### config.mk
export PLATFORM = sky130hd
export DESIGN_NAME = montgomery_pipe_stream
export DESIGN_NICKNAME = d
export VERILOG_FILES = /design/src/rtl/montgomery_pipe_stream.sv
export SDC_FILE = /design/constraint.sdc
export NUM_CORES = 2
export LEC_CHECK = 0
export ABC_AREA = 1
export BUFFER_PORTS_ARGS = -buffer_cell sky130_fd_sc_hd__buf_2
export CORE_MARGIN = 5
export CORE_UTILIZATION = 60
export DETAILED_ROUTE_END_ITERATION = 8
export PLACE_DENSITY_LB_ADDON = 0.12
export SYNTH_ARGS = -nofsm -noshare
export SYNTH_HDL_FRONTEND = slang
export SYNTH_SLANG_ARGS = --single-unit
### constraint.sdc
create_clock -name clk_i -period 12.2 [get_ports clk_i]
set_input_delay 0 -clock clk_i [delete_from_list [all_inputs] [get_ports clk_i]]
set_output_delay 0 -clock clk_i [all_outputs]
set_load 0.05 [all_outputs]
### src/rtl/montgomery_pipe_stream.sv
// montgomery_pipe_stream: streaming 3-stage Montgomery reduction, res = x * R^-1 mod m with R = 2^rbits
//   clk_i, rst_ni                 clock, synchronous active-low reset
//   cfg_we_i, cfg_m_i,            configuration load (m, -m^-1 mod R, log2 R); taken only when idle
//   cfg_minv_i, cfg_rbits_i
//   in_valid_i/in_ready_o,        operand stream (x < m*R) with user tag
//   in_x_i, in_tag_i
//   out_valid_o/out_ready_i,      result stream, tag travels with its result
//   out_res_o, out_tag_o
//   busy_o                        any stage holds valid data
// Optional: define MONTGOMERY_RANGE_CHECK_EN to add out_err_o, flagging x >= m*R (result forced to 0).
module montgomery_pipe_stream #(
    parameter int DATA_W = 32,
    parameter int TAG_W  = 4,
    parameter int RB_W   = $clog2(DATA_W) + 1
) (
    input  logic                clk_i,
    input  logic                rst_ni,
    input  logic                cfg_we_i,
    input  logic [DATA_W-1:0]   cfg_m_i,
    input  logic [DATA_W-1:0]   cfg_minv_i,
    input  logic [RB_W-1:0]     cfg_rbits_i,
    input  logic                in_valid_i,
    output logic                in_ready_o,
    input  logic [2*DATA_W-1:0] in_x_i,
    input  logic [TAG_W-1:0]    in_tag_i,
    output logic                out_valid_o,
    input  logic                out_ready_i,
    output logic [DATA_W-1:0]   out_res_o,
    output logic [TAG_W-1:0]    out_tag_o,
`ifdef MONTGOMERY_RANGE_CHECK_EN
    output logic                out_err_o,
`endif
    output logic                busy_o
);
    localparam int XW = 2 * DATA_W;

    logic [DATA_W-1:0] m, minv;
    logic [RB_W-1:0]   rbits;
    logic              v1, v2;
    logic [XW-1:0]     x1, x2;
    logic [TAG_W-1:0]  tag1, tag2;
    logic [DATA_W-1:0] q2;
    logic              adv, accept;
    logic [DATA_W-1:0] mask, xl, q, res;
    logic [XW:0]       s, t, mext;

    assign adv        = !out_valid_o || out_ready_i;
    assign in_ready_o = adv && !cfg_we_i;
    assign accept     = in_valid_i && in_ready_o;
    assign busy_o     = v1 || v2 || out_valid_o;

    // one spare bit so that rbits == DATA_W yields an all-ones mask
    assign mask = DATA_W'(((DATA_W + 1)'(1) << rbits) - (DATA_W + 1)'(1));
    assign xl   = x1[DATA_W-1:0] & mask;
    // only the low rbits of xl*minv matter, so a DATA_W-wide product suffices
    assign q    = (xl * minv) & mask;
    // x + q*m needs one bit above 2*DATA_W before the shift
    assign s    = (XW + 1)'(x2) + (XW + 1)'({{DATA_W{1'b0}}, q2} * {{DATA_W{1'b0}}, m});
    assign t    = s >> rbits;
    assign mext = (XW + 1)'(m);
    // t < 2m for in-range x, so one conditional subtract completes the reduction
    assign res  = DATA_W'(t >= mext ? t - mext : t);

`ifdef MONTGOMERY_RANGE_CHECK_EN
    logic e1, e2, err_in;
    assign err_in = (XW + 1)'(in_x_i) >= (mext << rbits);
`endif

    always_ff @(posedge clk_i) begin
        if (!rst_ni) begin
            m           <= '0;
            minv        <= '0;
            rbits       <= '0;
            v1          <= 1'b0;
            v2          <= 1'b0;
            out_valid_o <= 1'b0;
            x1          <= '0;
            x2          <= '0;
            tag1        <= '0;
            tag2        <= '0;
            q2          <= '0;
            out_res_o   <= '0;
            out_tag_o   <= '0;
`ifdef MONTGOMERY_RANGE_CHECK_EN
            e1          <= 1'b0;
            e2          <= 1'b0;
            out_err_o   <= 1'b0;
`endif
        end else begin
            if (cfg_we_i && !busy_o) begin
                m     <= cfg_m_i;
                minv  <= cfg_minv_i;
                rbits <= cfg_rbits_i;
            end
            if (adv) begin
                v1          <= accept;
                v2          <= v1;
                out_valid_o <= v2;
                if (accept) begin
                    x1   <= in_x_i;
                    tag1 <= in_tag_i;
`ifdef MONTGOMERY_RANGE_CHECK_EN
                    e1   <= err_in;
`endif
                end
                if (v1) begin
                    x2   <= x1;
                    q2   <= q;
                    tag2 <= tag1;
`ifdef MONTGOMERY_RANGE_CHECK_EN
                    e2   <= e1;
`endif
                end
                if (v2) begin
                    out_tag_o <= tag2;
`ifdef MONTGOMERY_RANGE_CHECK_EN
                    out_res_o <= e2 ? '0 : res;
                    out_err_o <= e2;
`else
                    out_res_o <= res;
`endif
                end
            end
        end
    end
endmodule

======== Word level (Yosys, flattened, before mapping) ========
Index checks and enable logic that the tools add are counted.
word-level totals
  register bits ........................... 277
  output and inout bits ................... 39
  input port bits ......................... 143
  word-level logic and storage cells ...... 36
cells by class
  $mul .................................... 2
  add/subtract/negate cells ............... 3
  order comparisons ....................... 1
  reductions and logical operators ........ 12
  multiplexer cells ....................... 1
  bitwise logic cells ..................... 2
  shifts and indexed selects .............. 2
operators by type and width
  operator                 count
  $add A64 B64 Y65         1
  $ge A65 B32 Y1           1
  $shr A65 B6 Y65          1
  $and A32 B32 Y32         2
  $mul A32 B32 Y64         1
  $mul A32 B32 Y32         1
  $mux W32                 1
  $shl A1 B6 Y32 const A   1
  $sub A32 B2 Y32 const B  1
  $sub A32 B32 Y32         1
  $reduce_and A2 Y1        3
  $logic_and A1 B1 Y1      3
  $logic_not A1 Y1         3
  $logic_or A1 B1 Y1       3

======== Logic depth before layout (Yosys ltp) ========
  depth after elaboration ................. 5
  mapped depth ............................ 68

======== Worst setup path after synthesis ========
OpenSTA, ideal clock, no wires.
  kind .................................... register to register
  start ................................... reg m[0]
  end ..................................... reg out_res_o[30]
  data required time ...................... 12.068 ns
  setup slack ............................. 2.289 ns
  stages on the path, launching flop included .. 57
  data arrival time ....................... 9.779 ns
  setup time .............................. 0.132 ns
  cell sequence ........................... dfxtp_1 -> clkbuf_1 -> clkbuf_1 -> nand2_1 -> fa_1 -> fa_1 -> inv_1 -> fa_1 -> inv_1 -> fa_1 -> inv_1 -> fa_1 -> inv_1 -> fa_1 -> inv_1 -> fa_1 -> inv_1 -> fa_1 -> (+21 left out) -> inv_1 -> fa_1 -> nand2_1 -> nand2_1 -> a21oi_1 -> o21ai_0 -> a21boi_1 -> o21ai_0 -> a21boi_0 -> o21ai_1 -> a21oi_1 -> o21ai_1 -> a31oi_1 -> o21ai_0 -> xnor2_1 -> nand2_1 -> nand3_1 -> a21oi_1
on the way
  word-level cells in the longest chain between the ends .. 5
  elaborated cells on any way between the ends .. 6
RTL lines
  what                                                       RTL line  source
  start, declared                                            37        logic [DATA_W-1:0] m, minv;
  start signal, assigned                                     91        m <= cfg_m_i;
  $mul A32 B32 Y64                                           58        assign s = (XW + 1)'(x2) + (XW + 1)'({{DATA_W{1'b0}}, q2} * {{DATA_W{1'b0}}, m});
  $add A64 B64 Y65                                           58
  $shr A65 B6 Y65                                            59        assign t = s >> rbits;
  $ge A65 B32 Y1 / $sub A32 B32 Y32 (equally long branches)  62        assign res = DATA_W'(t >= mext ? t - mext : t);
  $mux W32 *                                                 62
  end signal, assigned                                       120       out_res_o <= res;
  end, declared                                              28        output logic [DATA_W-1:0] out_res_o,
Mark *: on every way between the ends. The rest lies on a longest branch, timed or not.
A chain may end at the register's enable or synchronous reset.

======== Worst setup path after layout ========
  start ................................... reg m[20]
  end ..................................... reg out_res_o[30]
Same word-level chain as after synthesis.

==> key figures <==
Synth
  • Syn_area_per_cell: between 7 and 8 sq um
  • Synth Net Count: about 12000
  • FFs w/ async S/R, synth: 0
  • Synth warn: 0
  • Seq/Total Area, Yosys: 0.07898
  • FF+latch count, synth: roughly 280
  • Syn Inst Count: 9764
  • Dominant synthesized flop cell: dfxtp_1
  • Syn Std Cell Area: between 70000 and 80000 sq um
  • Count of different cell masters after synthesis: 57
  • Post-synth EDFFs: 0

Clock tree
  • H-tree depth: 2
  • Clock Pin Slew Worst Setup and Hold Paths: approximately 0.06 ns
  • Clk sinks: 277
  • TritonCTS Buffers: about 40
  • Root buffer selected by CTS: clkbuf_16
  • Clock latency on the worst-skew pair: 0.67 ns
  • Clock buffer depth: 3
  • Setup bufs post-CTS: 0
  • CTS tree: yes

Critical path
  • Critical path capture point type: flop
  • Worst path required time: 12.68 ns
  • Critical-path top delay cell: dfxtp_2
  • R2R Path Start: m[20]
  • Worst endpoint data arrival time: 12.16 ns
  • Crit path launch type: flop
  • Critical path class: reg -> reg
  • Slowest stage delay, CP: 0.71 ns
  • CP startpoint: m[20]
  • Max FO, Critical Path: 19

Final layout
  • Most common cell after layout, fill and taps aside: nand2_1
  • Final Instance Area: about 76000 sq um
  • Nets: 11780
  • Area growth syn-to-layout: 8.546%
  • Most frequent cells in the layout: nand2_1, inv_1, fa_1
  • Layout cells sized above 1: 0.06568

Run status
  • Status: finished with violations
  • Failing checks: design-rule violations

STA
  • Setup TNS: 0 ns
  • Worst Skew: about 0.056 ns
  • Max_slew headroom: 0.1973
  • Tcrit/Tclk final: 0.9567
  • Achievable Freq: about 86 MHz
  • Slew Viols, Final: 0
  • Final Hold Vio Count: 0
  • RSZ-0062 raised after global routing: no
  • Final setup viols: 0
  • Tmin final: ~12 ns
  • Worst slew pin tran: around 1.2 ns
  • Final WS setup: between 0.5 and 0.6 ns

Global routing
  • Gr ovfl total: 0
  • Initial antenna violation count: 17
  • First-pass GRT wire length: ~410000 um
  • Vias in the first global route: approximately 67000
  • Pin count of the biggest net entering global routing: 96
  • Total GRT Usage: 0.4329

Place
  • Post-place setup slack: 0.04955 ns
  • Post-Place Cell Area: 72980 sq um
  • Gp weighted congestion: between 1 and 1.5
  • DP HPWL: between 200000 and 250000 um
  • PortBufs: between 150 and 200

Floorplan
  • Io pins: between 150 and 200
  • Die height: around 350 um
  • Std-Cell Rows: between 100 and 150
  • Die area: roughly 120000 sq um
  • Starting Density: 0.6042
  • DIE WIDTH: 352.1 um
  • Core ar.: between 100000 and 150000 sq um

Worst hold path
  • HP Start: in_valid_i
  • HP Class: in -> reg

Power
  • Maximum VDD drop: around 0.00012 V
  • Tot Pwr: 6.120 mW
  • Power Dens Cells: about 80 nW/um^2
  • P_leak: about 40 nW

Route
  • DRT iter0 DRCs: roughly 7600
  • Residual DRC count: 2
  • Antenna Nets Post-Route: 0
  • DRT Wirelength: approximately 270000 um
  • WL/cell: 23.54 um
  • DR vias: 65440
  • Drt pass-1 iters: 9
  • Routed vias/inst: roughly 5.7

Run
  • Number of max-cap violations: 0
-- metal layers --
metal / wire [um] / global-route usage
met2: 117900 / 0.6694
met5: 44 / 0
met3: 32610 / 0.1153
met1: 99900 / 0.5581
met4: 18580 / 0.2375
-- final timing paths --
path,to,cells after the start,slack [ns]
worst max-delay path,out_res_o[30],47,0.53
worst min register to register,x1[62],2,0.46
worst max register to register,out_res_o[30],47,0.53
worst min-delay path,x1[50],4,0.06
-- synthesized netlist by cell type (5+ instances only) --
cell type,number,share of area
nand2_1,2635,0.14
inv_1,2530,0.14
fa_1,1370,0.39
nand3_1,590,0.042
clkbuf_1,438,0.023
ha_1,404,0.072
nor2_1,370,0.020
a21oi_1,369,0.026
o21ai_0,287,0.020
dfxtp_1,277,0.079
xor2_1,76,0.0095
xnor2_1,46,0.0057
buf_1,41,0.0022
nand4_1,39,0.0035
inv_2,28,0.0015
buf_2,26,0.0019
nor2_2,26,0.0023
mux2i_1,25,0.0036
nand2_2,23,0.0020
nor3_1,19,0.0014
nand3_2,15,0.0021
o211ai_1,10,0.0011
or2_2,10,0.00089
and2_1,9,0.00080
clkinv_1,8,0.00043
nor2_4,7,0.0011
nor4_1,7,0.00062
nor3_2,6,0.00086
a31oi_1,5,0.00045
buf_6,5,0.00080
nand3b_1,5,0.00053
-- repair_timing --
| action | in CTS | in global routing |
|---|---|---|
| endpoints found under the setup margin | 0 | 32 |
| endpoints found under the hold margin | 140 | 0 |
| hold buffers | 167 | 0 |
| gates resized for setup | 0 | 40 |
-- sequential cells by signal, indices dropped and copies added (netlist names) --
name         flops
out_res_o       32
out_valid_o      1
v1               1
x1              64
x2              64
minv            32
m               32
rbits            6
out_tag_o        4
tag2             4
v2               1
q2              32
tag1             4
-- worst max-delay path: cells and delay by family (launching register included) --
family	cells	cell delay, ns
AND/OR/NAND/NOR	19	2.79
flip-flops	1	0.71
XOR/XNOR	1	0.17
AO/OA/AOI/OAI	12	2.18
buffers and inverters	4	0.49
adder cells (fa/ha/maj)	11	5.10
-- cell families (layout without fill, tap and decap cells) --
group | after synthesis | in the layout | share of synthesized area
AND/OR/NAND/NOR | 3772 | 3772 | 0.2204
buffers and inverters | 3081 | 3214 | 0.1660
adder cells (fa/ha/maj) | 1774 | 1774 | 0.4626
AO/OA/AOI/OAI | 712 | 712 | 0.05301
flip-flops | 277 | 277 | 0.07898
XOR/XNOR | 123 | 123 | 0.01554
multiplexers | 25 | 25 | 0.003564
other | 0 | 7 | 0
-- area by class of cell --
| type | count | area [sq um] |
|---|---|---|
| multi-input cells | 6406 | 53090 |
| well taps | 1524 | 1907 |
| clock buffers | 47 | 1089 |
| flip-flops and latches | 277 | 5592 |
| diodes | 7 | 17.52 |
| inverters | 2567 | 9639 |
| clock inverters | 29 | 384.1 |
| repair buffers | 571 | 4503 |
| fillers | 9923 | 39990 |
-- through the flow --
stage | instances | hold WS [ns] | utilization
global placement | 11180 | 0.2774 | 0.6280
finish | 11430 | 0.05879 | 0.6559
floorplan | 9764 | 0.1655 | -
global route | 11420 | 0.04730 | 0.6558
CTS | 11420 | 0.001021 | 0.6551
detailed placement | 11180 | 0.2783 | 0.6280
-- report_power, final --
group          switching (mW)  internal, mW
Combinational            2.45          1.20
Sequential              0.114         0.964
Clock                   0.591         0.801
Total                    3.15          2.97
Power figures use the tool's default switching activity.
